<file path="src/rtl/fpu_sequencer.sv">
// fpu_sequencer: issue-side controller for the combinational FPU.
// Accepts one instruction at a time, reads its operands, holds the FPU inputs
// stable for an op-dependent settle time, captures the result and issues a
// single-cycle register-file writeback.
// Optional build macro: FPU_SEQ_FASTWB_EN (accept in WB plus writeback forwarding).
module fpu_sequencer #(
    parameter int unsigned ADD_LAT  = 2,
    parameter int unsigned MUL_LAT  = 2,
    parameter int unsigned DIV_LAT  = 6,
    parameter int unsigned SQRT_LAT = 6,
    parameter int unsigned CONV_LAT = 2
) (
    input  logic        clk,
    input  logic        rst,
    input  logic        req_valid,
    output logic        req_ready,
    input  logic [3:0]  req_ctrl,
    input  logic [5:0]  req_ds,
    input  logic [5:0]  req_dt,
    input  logic [5:0]  req_dd,
    input  logic [15:0] req_imm,
    output logic [5:0]  rs_addr,
    output logic [5:0]  rt_addr,
    input  logic [31:0] rs_data,
    input  logic [31:0] rt_data,
    output logic [3:0]  fpu_ctrl,
    output logic [31:0] fpu_ds_val,
    output logic [31:0] fpu_dt_val,
    output logic [5:0]  fpu_dd,
    output logic [15:0] fpu_imm,
    input  logic [5:0]  fpu_reg_addr,
    input  logic [31:0] fpu_dd_val,
    output logic        wb_en,
    output logic [5:0]  wb_addr,
    output logic [31:0] wb_data,
    output logic        busy
);

    typedef enum logic [1:0] {
        IDLE = 2'd0,
        EXEC = 2'd1,
        WB   = 2'd2
    } state_t;

    state_t      state, state_nx;
    logic [7:0]  cnt, cnt_nx;
    logic        accept;
    logic [31:0] ds_sel, dt_sel;

    // Settle cycles needed by each op before the FPU output may be captured.
    function automatic logic [7:0] lat_of(input logic [3:0] ctrl);
        case (ctrl)
            4'd1, 4'd2:  lat_of = 8'(ADD_LAT);
            4'd3:        lat_of = 8'(MUL_LAT);
            4'd4:        lat_of = 8'(DIV_LAT);
            4'd5:        lat_of = 8'(SQRT_LAT);
            4'd9, 4'd10: lat_of = 8'(CONV_LAT);
            default:     lat_of = 8'd1;
        endcase
    endfunction

    assign rs_addr = req_ds;
    assign rt_addr = req_dt;
    assign busy    = (state != IDLE);
    assign wb_en   = (state == WB) && (wb_addr != 6'd0);

`ifdef FPU_SEQ_FASTWB_EN
    // In WB the register file has not committed yet, so a read of the
    // register being written must take the pending writeback value.
    assign req_ready = (state == IDLE) || (state == WB);
    assign ds_sel    = (state == WB && wb_addr != 6'd0 && req_ds == wb_addr) ? wb_data : rs_data;
    assign dt_sel    = (state == WB && wb_addr != 6'd0 && req_dt == wb_addr) ? wb_data : rt_data;
`else
    assign req_ready = (state == IDLE);
    assign ds_sel    = rs_data;
    assign dt_sel    = rt_data;
`endif

    assign accept = req_valid && req_ready;

    // Next-state and settle-counter logic.
    always_comb begin
        state_nx = state;
        cnt_nx   = cnt;
        case (state)
            IDLE: begin
                if (accept) begin
                    state_nx = EXEC;
                    cnt_nx   = lat_of(req_ctrl) - 8'd1;
                end
            end
            EXEC: begin
                if (cnt != 8'd0) begin
                    cnt_nx = cnt - 8'd1;
                end else begin
                    state_nx = WB;
                end
            end
            WB: begin
                if (accept) begin
                    state_nx = EXEC;
                    cnt_nx   = lat_of(req_ctrl) - 8'd1;
                end else begin
                    state_nx = IDLE;
                end
            end
            default: begin
                state_nx = IDLE;
                cnt_nx   = 8'd0;
            end
        endcase
    end

    // State and counter registers.
    always_ff @(posedge clk) begin
        if (rst) begin
            state <= IDLE;
            cnt   <= 8'd0;
        end else begin
            state <= state_nx;
            cnt   <= cnt_nx;
        end
    end

    // FPU input registers load on accept and are otherwise held; the result
    // is captured on the last settle cycle.
    always_ff @(posedge clk) begin
        if (rst) begin
            fpu_ctrl   <= 4'd0;
            fpu_ds_val <= 32'd0;
            fpu_dt_val <= 32'd0;
            fpu_dd     <= 6'd0;
            fpu_imm    <= 16'd0;
            wb_addr    <= 6'd0;
            wb_data    <= 32'd0;
        end else begin
            if (accept) begin
                fpu_ctrl   <= req_ctrl;
                fpu_ds_val <= ds_sel;
                fpu_dt_val <= dt_sel;
                fpu_dd     <= req_dd;
                fpu_imm    <= req_imm;
            end
            if (state == EXEC && cnt == 8'd0) begin
                wb_addr <= fpu_reg_addr;
                wb_data <= fpu_dd_val;
            end
        end
    end

endmodule

</file>
<file path="config.mk">
export PLATFORM = sky130hd
export DESIGN_NAME = fpu_sequencer
export DESIGN_NICKNAME = d
export VERILOG_FILES = /design/src/rtl/fpu_sequencer.sv
export SDC_FILE = /design/constraint.sdc
export NUM_CORES = 1
export LEC_CHECK = 0
export ABC_AREA = 0
export BUFFER_PORTS_ARGS = -buffer_cell sky130_fd_sc_hd__clkbuf_2
export CORE_ASPECT_RATIO = 0.75
export CORE_MARGIN = 10
export CORE_UTILIZATION = 40
export CTS_CLUSTER_SIZE = 28
export DETAILED_ROUTE_END_ITERATION = 12
export PLACE_DENSITY = 0.76
export SLEW_MARGIN = 20
export SYNTH_ARGS = -nofsm -noshare
export SYNTH_HDL_FRONTEND = slang
export SYNTH_SLANG_ARGS = --single-unit
</file>
<file path="constraint.sdc">
create_clock -name clk -period 4.13 [get_ports clk]
set_input_delay 0.413 -clock clk [delete_from_list [all_inputs] [get_ports clk]]
set_output_delay 0.413 -clock clk [all_outputs]
set_load 0.03 [all_outputs]
</file>
* Word-level counts from Yosys, hierarchy flattened
Index checks and enable logic that the tools add are counted.
Storage, ports and cells: register bits after elaboration 138, input bits 143, output and inout port bits 143, word-level logic and storage cells 49
Cells by class: add/sub/neg operators 3, equal/unequal tests 13, mux-type cells 12, reduce and logical (&&, ||, !) cells 12
Operator list (count):
- $mux W8 | 6
- $pmux W8 S3 | 1
- $sub A8 B1 Y8 const B | 3
- $eq A4 B2 Y1 const B | 2
- $eq A4 B3 Y1 const B | 2
- $eq A4 B4 Y1 const B | 2
- $logic_not A8 Y1 | 1
- $reduce_bool A8 Y1 | 1
- $ne A2 B2 Y1 const B | 3
- $pmux W2 S3 | 1
- $pmux W3 S2 | 1
- $reduce_bool A6 Y1 | 1
- $reduce_or A5 Y1 | 1
- $eq A4 B1 Y1 const B | 1
- $mux W2 | 2
- $logic_and A1 B1 Y1 | 3
- $reduce_and A3 Y1 | 1
- $eq A2 B1 Y1 const B | 1
- $eq A2 B2 Y1 const B | 1
- $logic_not A2 Y1 | 1
- $ne A2 B1 Y1 const B | 1
- $reduce_and A2 Y1 | 1
- $reduce_bool A2 Y1 | 1
- $reduce_or A2 Y1 | 1
- $mux W1 | 1

* Longest topological paths before layout
Gate-level depths: netlist of run 1.
word-level depth 8, depth in mapped cells 9, mapped depth without buffers 8

* Worst setup path after synthesis of run 1
Ideal clock, no wire load.
kind register to register, from register state[0], to register fpu_dt_val[18], setup time 0.070 ns, arrival time 1.858 ns, required time 4.060 ns, setup slack 2.202 ns, stages on the path, launching flop included 8, buffers on the path 3, clock period less this slack 1.928 ns, cells stage by stage dfxtp_1 clkbuf_1 nor2_1 and2_1 clkbuf_1 clkbuf_1 nand2_1 a21oi_1
On the way: cells in the longest elaborated chain, start to end 2
Ends and longest elaborated chain:
- start, declared | RTL line 45 | state_t state, state_nx;
- start signal, assigned | RTL line 120 | state <= state_nx;
- $logic_not A2 Y1 | RTL line 74 | assign req_ready = (state == IDLE);
- via req_ready | RTL line 16 | output logic req_ready,
- $logic_and A1 B1 Y1 | RTL line 79 | assign accept = req_valid && req_ready;
- end signal, assigned | RTL line 140 | fpu_dt_val <= dt_sel;
- end, declared | RTL line 28 | output logic [31:0] fpu_dt_val,
The timed path passes the listed nets, and every way through them passes these cells. A chain may end at the register's enable or synchronous reset.

* Worst setup path in the final report of run 1
from register state[0], to register fpu_ds_val[31]
On the way: cells in the longest elaborated chain, start to end 2
Ends and longest elaborated chain:
- $logic_not A2 Y1 | RTL line 74
- $logic_and A1 B1 Y1 | RTL line 79
- end signal, assigned | RTL line 139 | fpu_ds_val <= ds_sel;
- end, declared | RTL line 27 | output logic [31:0] fpu_ds_val,
No other way between the ends.

==> reports/qor.yml, run 1 <==
gp_congestion: 0.846
endpoint_kind: "flip-flop"
drive_gt1_frac: 0.339
p_leak_nw: 3.20
synth_top_cell_by_area: "dfxtp_1"
syn_nets: 792
nFillCells: 1186
p_int_mw: 2.83
pwr-share-comb: 0.251
nNetsFinal: 1021
port_buffers: 261
synth_top_area_frac: 0.547
setup_viol: 0
ys_seq_elements: 138
cts_buffers: 17
syn-cell-area_um2: 5050
max-vdd-ir-drop_mv: 0.360
crit_required_ns: 4.45
synthFlopType: "dfxtp_1"
drt_wl_total_mm: 16.1
diodes: 0
tns_ns: 0
cts.sinks: 138
htreeDepth: 4
ys_warn_count: 0
fp.dieW_um: 150
post-route-period-util: 0.561
antenna_found_initial: 0
cts-root-buf: "clkbuf_16"
relSlewSlack: 0.329
drv_slew: 0
start_kind: "flip-flop"
hpwl_mm: 11.9
p_clk_frac: 0.375
maxCapViolCount: 0
hold_viol: 0
post-cts-setup-buffer-count: 0
synth.area.top_cells: "dfxtp_1, nand2_1, a21oi_1"
fin_crit_ns: 2.32
cp_max_fo: 43
worstSkewPairLatency_ns: 0.41
seq_area_frac_synth: 0.547
core_area_um2: 12300
clock_skew_ns: 0.0136
synth_edf_count: 0
ant_nets: 0
syn2layout_area_growth_pct: 38.0
net-switching-power_mw: 1.44
place_area_um2: 6350
postSynth.asyncResetShare: 0
seq_power_share: 0.374
synthCells: 648
placementRows: 35
status: "complete, no violations"
fmax_mhz: 432
critPathKind: "reg -> reg"
first_pass_iters: 4
min_path_type: "in -> reg"
power_density_nw_per_um2: 613
wl_per_cell_um: 15.2
dpl.cell_count: 1024
grt_pass1_wl_mm: 25.5
ioPinCount: 286
first_global_vias: 5014
drt_iter0_drc: 306
via_count: 4996
syn_avg_cell_area_um2: 7.80
final_cell_area_um2: 6980
max-clock-path-buffers: 2
grt_max_degree: 97
drc: 0
track_usage: 0.176
hold_buffers: 0
synth_cell_type_count: 36
die_h_um: 117
dieArea_um2: 17600
grt_overflow: 0
vias_per_cell: 4.73
arrival_ns: 2.63
fin_cells: 1056
rsz0062_at_grt: "no"
cts_tree: "done"
switching_share: 0.338
post_cts_resized: 0
initial_core_util: 0.411
path_clk_slew_ns: 0.06
worst_slew_pin_slew_ns: 1.01
[layer usage]
metal | wire length, um | vias up | GRT usage
li1 | - | 2557 | -
met1 | 6510 | 2244 | 0.197
met2 | 7660 | 182 | 0.288
met3 | 1780 | 13 | 0.0899
met4 | 144 | 0 | 0.0485
met5 | 0 | - | 0
[worst max-delay path: stages, from the launching register on]
cell     delay (ns)
dfxtp_1        0.48
nor2_1         0.31
and2_2         0.71
buf_4          0.46
nand2_1        0.09
a21oi_1        0.16
[synth_stat cells, drive strengths merged, types with 2 or more instances]
cell / n
nand2: 262
dfxtp: 138
a21oi: 135
clkbuf: 38
buf: 18
nor2: 9
inv: 6
nor3: 5
o21ai: 5
or3: 4
or4: 3
a21o: 2
a22oi: 2
o22ai: 2
[path summary, 6_finish.rpt]
check | start | endpoint | slack [ns] | depth (start not counted)
max reg2reg | state[0] | fpu_ds_val[31] | 1.81 | 5
max | state[0] | fpu_ds_val[31] | 1.81 | 5
min | fpu_dd_val[31] | wb_data[31] | 0.22 | 3
min reg2reg | fpu_dt_val[1] | fpu_dt_val[1] | 0.45 | 2
[layout make-up]
| type | count | area [um^2] | share of cell area |
|---|---|---|---|
| Clock buffer | 19 | 433 | 0.0621 |
| Clock inverter | 13 | 193 | 0.0276 |
| Inverter | 6 | 22.5 | 0.00323 |
| Multi-Input combinational cell | 448 | 2000 | 0.287 |
| Sequential cell | 138 | 2760 | 0.396 |
| Tap cell | 166 | 208 | 0.0298 |
| Timing Repair Buffer | 266 | 1360 | 0.195 |
[power groups by stage]
stage / registers (mW) / clock network [mW] / logic (mW)
final: 1.60 / 1.60 / 1.07
after global routing: 1.62 / 1.69 / 1.18
after CTS: 1.60 / 1.63 / 1.08
after detailed placement: 1.63 / 0 / 1.08
after global placement: 1.62 / 0 / 1.07
after floorplan: 1.89 / 0 / 0.495
[state kept, by name, summed over array words and instances (netlist names)]
| name | cells |
|---|---|
| fpu_ds_val | 32 |
| fpu_dt_val | 32 |
| wb_data | 32 |
| fpu_imm | 16 |
| cnt | 8 |
| fpu_dd | 6 |
| wb_addr | 6 |
| fpu_ctrl | 4 |
| state | 2 |
[placed cells by master, fill, tap and decap left out, types with 4 or more instances in the layout]
| cell type | Yosys | layout |
|---|---|---|
| dfxtp_1 | 138 | 138 |
| nand2_1 | 262 | 261 |
| inv_1 | 6 | 6 |
| or3_1 | 4 | 4 |
| o21ai_0 | 5 | 5 |
| nor3_1 | 5 | 5 |
| a21oi_1 | 135 | 135 |
| clkbuf_2 | 0 | 260 |
| clkbuf_16 | 0 | 17 |
| bufinv_16 | 0 | 4 |
| nor2_1 | 9 | 9 |
| clkinvlp_4 | 0 | 5 |
| buf_4 | 14 | 5 |
[cell families after synthesis]
group | after synthesis | synth area share
AOI/OAI and AO/OA | 153 | 0.159
adders and majority gates | 1 | 0.00247
buffers and inverters | 62 | 0.0599
DFF | 138 | 0.547
muxes | 1 | 0.00198
and+or+nand+nor | 293 | 0.230
[stage by stage]
| step | power [mW] | setup slack (ns) | utilization | hold WS [ns] |
|---|---|---|---|---|
| finish | 4.28 | 1.81 | 0.567 | 0.219 |
| global route | 4.49 | 1.54 | 0.567 | 0.214 |
| CTS | 4.31 | 1.79 | 0.567 | 0.205 |
| detailed placement | 2.70 | 1.82 | 0.516 | 0.445 |
| global placement | 2.69 | 1.89 | 0.516 | 0.441 |
| floorplan | 2.39 | 2.20 | - | 0.445 |
Note: power is estimated with default switching activity, not from simulation.
==> run 2: changes to the inputs <==
--- a/config.mk
+++ b/config.mk
@@ -12,7 +12,7 @@
 export CORE_UTILIZATION = 40
 export CTS_CLUSTER_SIZE = 28
 export DETAILED_ROUTE_END_ITERATION = 12
-export PLACE_DENSITY = 0.76
+export PLACE_DENSITY = 0.79
 export SLEW_MARGIN = 20
 export SYNTH_ARGS = -nofsm -noshare
 export SYNTH_HDL_FRONTEND = slang
==> constraint.sdc (replaced) <==
create_clock -name clk -period 1.9 [get_ports clk]
set_input_delay 0.19 -clock clk [delete_from_list [all_inputs] [get_ports clk]]
set_output_delay 0.19 -clock clk [all_outputs]
set_load 0.03 [all_outputs]
==> reports/qor.yml, run 2 (synthesis results as in run 1) <==
hpwl_mm: 11.7  # was 11.9 mm
hold_ws_ns: 0.0165  # was 0.219 ns
pwr-share-comb: 0.285  # was 0.251
largestRegisters: "fpu_ds_val (32), fpu_dt_val (32), wb_data (32)"  # unchanged
ant_nets: 0  # unchanged
drv_slew: 0  # unchanged
maxCapViolCount: 0  # unchanged
drc: 0  # unchanged
drt_iter0_drc: 329  # was 306
cts.sinks: 138  # unchanged
die_h_um: 117  # unchanged
cp_max_fo: 19  # was 43
worst_slew_pin_slew_ns: 0.452  # was 1.01 ns
start_kind: "flip-flop"  # unchanged
final-seq-area_um2: 2760  # unchanged
htreeDepth: 4  # unchanged
wl_per_cell_um: 15.9  # was 15.2 um
first_pass_iters: 5  # was 4
endpoint_kind: "flip-flop"  # unchanged
hold_viol: 0  # unchanged
critPathKind: "reg -> reg"  # unchanged
final_common_cell: "nand2_1"  # unchanged
crit_required_ns: 2.17  # was 4.45 ns
power_density_nw_per_um2: 1190  # was 613 nW/um^2
rsz0062_at_grt: "yes"  # was no
cts_buffers: 17  # unchanged
setup_viol: 0  # unchanged
p_clk_frac: 0.359  # was 0.375
max-clock-path-buffers: 2  # unchanged
path_clk_slew_ns: 0.06  # about the same
critPathMaxStageDelay_ns: 0.55  # was 0.71 ns
dpl.cell_count: 1033  # was 1024
fmax_mhz: 533  # was 432 MHz
via_count: 5621  # was 4996
track_usage: 0.205  # was 0.176
gp_congestion: 0.826  # was 0.846
grt_max_degree: 91  # was 97
post-cts-setup-buffer-count: 0  # unchanged
nNetsFinal: 1127  # was 1021
drt_wl_total_mm: 18.5  # was 16.1 mm
max-vdd-ir-drop_mv: 0.731  # was 0.360 mV
p_int_mw: 6.44  # was 2.83 mW
crit_top_cell: "or4_4"
most-common-layout-cells: "nand2_1, clkbuf_2, dfxtp_1, a21oi_1, dlygate4sd3_1"  # was nand2_1, clkbuf_2, dfxtp_1, a21oi_1, clkbuf_16
status: "complete, no violations"  # unchanged
antenna_found_initial: 3  # was 0
arrival_ns: 2.14  # was 2.63 ns
fin_cells: 1164  # was 1056
vias_per_cell: 4.83  # was 4.73
dieArea_um2: 17600  # unchanged
cts_tree: "done"  # unchanged
fp.dieW_um: 150  # unchanged
drive_gt1_frac: 0.317  # was 0.339
post-route-period-util: 0.988  # was 0.561
initial_core_util: 0.411  # unchanged
p_leak_nw: 3.69  # was 3.20 nW
relSlewSlack: 0.699  # was 0.329
placementRows: 35  # unchanged
cp_top_family: "simple AND/OR/NAND/NOR gates"  # unchanged
switching_share: 0.336  # was 0.338
port_buffers: 261  # unchanged
path_cells: "or4_4, or4_4, clkbuf_16, nand2_1, a21oi_1"  # was nor2_1, and2_2, buf_4, nand2_1, a21oi_1
worstSkewPairLatency_ns: 0.40  # was 0.41 ns
core_area_um2: 12300  # unchanged
crit_path_top_delay_cell: "or4_4"  # was and2_2
ioPinCount: 286  # unchanged
syn2layout_area_growth_pct: 60.7  # was 38.0%
grt_overflow: 0  # unchanged
net-switching-power_mw: 3.26  # was 1.44 mW
grt_pass1_wl_mm: 29.7  # was 25.5 mm
cp_num_buf_inv: 1  # unchanged
r2r_setup_slack_ns: 0.02  # was 1.81 ns
seq_power_share: 0.356  # was 0.374
multi_input_area_um2: 2010  # was 2000 um^2
clock_skew_ns: 0.00885  # was 0.0136 ns
min_path_type: "in -> reg"  # unchanged
nFillCells: 952  # was 1186
first_global_vias: 5633  # was 5014
cts-root-buf: "clkbuf_16"  # unchanged
fin_crit_ns: 1.88  # was 2.32 ns
==> run 2: what timing repair did <==
action	CTS	global route
hold buffers	96	0
pin swaps	0	0
hold endpoints to repair	96	0
resized for setup	2	2
cloned	0	1
endpoints found under the setup margin	1	36
==> run 2: path summary, 6_finish.rpt <==
check / startpoint / end / cells past startpoint
worst min-delay path: fpu_reg_addr[5] / wb_addr[5] / 3
worst min register to register: fpu_dt_val[13] / fpu_dt_val[13] / 2
worst max-delay path: cnt[7] / wb_data[15] / 5
worst max register to register: cnt[7] / wb_data[15] / 5
==> run 2: per-layer routing <==
layer / vias to the layer above / global-route usage / part of all wire
li1: 2779 / - / -
met1: 2550 / 0.222 / 0.39
met2: 257 / 0.343 / 0.48
met3: 35 / 0.0826 / 0.10
met4: 0 / 0.0909 / 0.025
met5: - / 0 / 0
==> run 2: power by group through the flow <==
| stage | Sequential, mW | Clock [mW] | Combinational (mW) |
|---|---|---|---|
| 2_1_floorplan | 4.11 | 0 | 1.08 |
| 3_3_place_gp | 3.49 | 0 | 2.50 |
| 3_5_place_dp | 3.51 | 0 | 2.52 |
| 4_1_cts | 3.45 | 3.56 | 2.70 |
| 5_1_grt | 3.50 | 3.67 | 3.01 |
| 6_report | 3.45 | 3.48 | 2.76 |
==> run 2: area by class of cell <==
type / count / share of cell area
antenna: 3 / 0.000924
timing repair buffer: 372 / 0.307
clock inverter: 13 / 0.0237
inverter: 6 / 0.00277
clock buffer: 18 / 0.0528
sequential: 138 / 0.340
tap: 166 / 0.0256
multi-input combinational: 448 / 0.248
==> run 2: stage by stage <==
stage	setup slack [ns]	cell area, um^2	setup TNS (ns)	utilization	power (mW)
2_1_floorplan	0.0288	5060	0	-	5.19
3_3_place_gp	0.0909	6500	0	0.528	5.99
3_5_place_dp	0.0500	6500	0	0.528	6.03
4_1_cts	0.00876	8090	0	0.657	9.70
5_1_grt	-0.0437	8120	-1.01	0.660	10.2
6_report	0.0234	8120	0	0.660	9.69
==> run 2: worst min-delay path: stages <==
cell and delay [ns]:
clkbuf_2 0.08, nand2_1 0.05, a21oi_1 0.05
==> run 3: changes to the inputs <==
--- a/config.mk
+++ b/config.mk
@@ -7,12 +7,13 @@
 export LEC_CHECK = 0
 export ABC_AREA = 0
 export BUFFER_PORTS_ARGS = -buffer_cell sky130_fd_sc_hd__clkbuf_2
+export CAP_MARGIN = 15
 export CORE_ASPECT_RATIO = 0.75
 export CORE_MARGIN = 10
 export CORE_UTILIZATION = 40
 export CTS_CLUSTER_SIZE = 28
 export DETAILED_ROUTE_END_ITERATION = 12
-export PLACE_DENSITY = 0.79
+export PLACE_DENSITY = 0.77
 export SLEW_MARGIN = 20
 export SYNTH_ARGS = -nofsm -noshare
 export SYNTH_HDL_FRONTEND = slang
==> reports/qor.yml, run 3 (synthesis results as in run 1) <==
first_global_vias: 5689  # was 5633
placementRows: 35  # unchanged
min_to: "fpu_dt_val[2]"  # was wb_addr[5]
initial_core_util: 0.411  # unchanged
drive_gt1_frac: 0.320  # was 0.317
multi_input_area_um2: 2010  # about the same
grt_overflow: 0  # unchanged
worstReg2RegEnd: "wb_data[28]"  # was wb_data[15]
fmax_mhz: 540  # was 533 MHz
grt_max_degree: 124  # was 91
endpoint_kind: "flip-flop"  # unchanged
hold_ws_ns: 0.0157  # was 0.0165 ns
core_area_um2: 12300  # unchanged
via_count: 5615  # was 5621
r2r_setup_slack_ns: 0.05  # was 0.02 ns
die_h_um: 117  # unchanged
drt_wl_total_mm: 18.4  # was 18.5 mm
post-cts-setup-buffer-count: 0  # unchanged
htreeDepth: 4  # unchanged
nNetsFinal: 1123  # was 1127
drc: 0  # unchanged
min_path_type: "in -> reg"  # unchanged
wl_per_cell_um: 15.8  # was 15.9 um
setup_viol: 0  # unchanged
power_density_nw_per_um2: 1190  # about the same
most-common-layout-cells: "nand2_1, clkbuf_2, dfxtp_1, a21oi_1, dlygate4sd3_1"  # unchanged
nFillCells: 1007  # was 952
fp.dieW_um: 150  # unchanged
cts_tree: "done"  # unchanged
hold_viol: 0  # unchanged
drv_slew: 0  # unchanged
port_buffers: 261  # unchanged
gp_congestion: 0.798  # was 0.826
track_usage: 0.202  # was 0.205
vias_per_cell: 4.83  # about the same
min-delay-start: "rt_data[2]"  # was fpu_reg_addr[5]
ioPinCount: 286  # unchanged
p_leak_nw: 3.68  # was 3.69 nW
max-vdd-ir-drop_mv: 0.717  # was 0.731 mV
worst_slew_pin_slew_ns: 0.565  # was 0.452 ns
status: "complete, no violations"  # unchanged
cts.sinks: 138  # unchanged
maxCapViolCount: 0  # unchanged
critPathKind: "reg -> reg"  # unchanged
cp_max_fo: 39  # was 19
drt_iter0_drc: 393  # was 329
max-clock-path-buffers: 2  # unchanged
start_kind: "flip-flop"  # unchanged
first_pass_iters: 7  # was 5
regToRegStartpoint: "cnt[7]"  # unchanged
syn2layout_area_growth_pct: 60.2  # was 60.7%
r2r_cells: 5  # unchanged
post-route-period-util: 0.974  # was 0.988
largestRegisters: "fpu_ds_val (32), fpu_dt_val (32), wb_data (32)"  # unchanged
p_total_mw: 9.66  # was 9.69 mW
cts-root-buf: "clkbuf_16"  # unchanged
dieArea_um2: 17600  # unchanged
fin_crit_ns: 1.85  # was 1.88 ns
antenna_found_initial: 5  # was 3
clock_skew_ns: 0.00829  # was 0.00885 ns
relSlewSlack: 0.623  # was 0.699
worstSkewPairLatency_ns: 0.40  # about the same
cts_buffers: 17  # unchanged
ant_nets: 0  # unchanged
final_common_cell: "nand2_1"  # unchanged
path_clk_slew_ns: 0.06  # about the same
final-seq-area_um2: 2760  # unchanged
arrival_ns: 2.11  # was 2.14 ns
hpwl_mm: 11.7  # about the same
crit_required_ns: 2.16  # was 2.17 ns
rsz0062_at_grt: "yes"  # unchanged
worstHoldPathCells: 3  # unchanged
grt_pass1_wl_mm: 29.3  # was 29.7 mm
## run 3: what timing repair did
action | in CTS | in global routing
resized for setup | 3 | 2
endpoints found under the hold margin | 91 | 0
hold buffers | 91 | 0
endpoints found under the setup margin | 1 | 8
## run 3: final cells by class
| type | count | area share |
|---|---|---|
| antenna | 5 | 0.00155 |
| clock buffer | 19 | 0.0535 |
| clock inverter | 13 | 0.0235 |
| inverter | 6 | 0.00278 |
| multi-input combinational | 448 | 0.249 |
| sequential | 138 | 0.341 |
| tap | 166 | 0.0257 |
| timing repair buffer | 368 | 0.303 |
## run 3: power by group
group | switching, mW | internal, mW
combinational | 1.77 | 0.964
clock | 1.26 | 2.21
sequential | 0.197 | 3.25
total | 3.23 | 6.43
## run 3: worst max path at each step
stage | startpoint | to | depth (start not counted)
3_5_place_dp | cnt[7] | wb_addr[4] | 5
4_1_cts | wb_addr[1] | wb_en | 4
3_3_place_gp | cnt[7] | wb_data[27] | 5
2_1_floorplan | cnt[3] | wb_data[17] | 6
6_report | cnt[7] | wb_data[28] | 5
5_1_grt | cnt[7] | wb_data[27] | 5
## run 3: per-layer routing
metal  wire (um)  vias to the layer above  track usage  part of all wire
met2        8940                      230        0.338              0.49
met1        7270                     2585        0.218              0.39
met5           0                        -            0                 0
met3        1830                       31       0.0880             0.099
li1            -                     2769            -                 -
met4         372                        0       0.0800             0.020
## run 3: worst max-delay path, cell delays in order (launching register included)
cell and delay [ns]:
dfxtp_1 0.31, or4_4 0.55, or4_4 0.51, buf_12 0.19
nand2_1 0.08, a21oi_1 0.06
## run 3: stage by stage
step / worst slack, ns / std cells / util / setup TNS, ns / cell area, um^2
floorplan: 0.0288 / 648 / - / 0 / 5060
global placement: 0.0866 / 1035 / 0.531 / 0 / 6540
detailed placement: 0.0513 / 1035 / 0.531 / 0 / 6540
CTS: 0.0158 / 1158 / 0.657 / 0 / 8080
global route: -0.0191 / 1163 / 0.658 / -0.0730 / 8100
finish: 0.0490 / 1163 / 0.658 / 0 / 8100
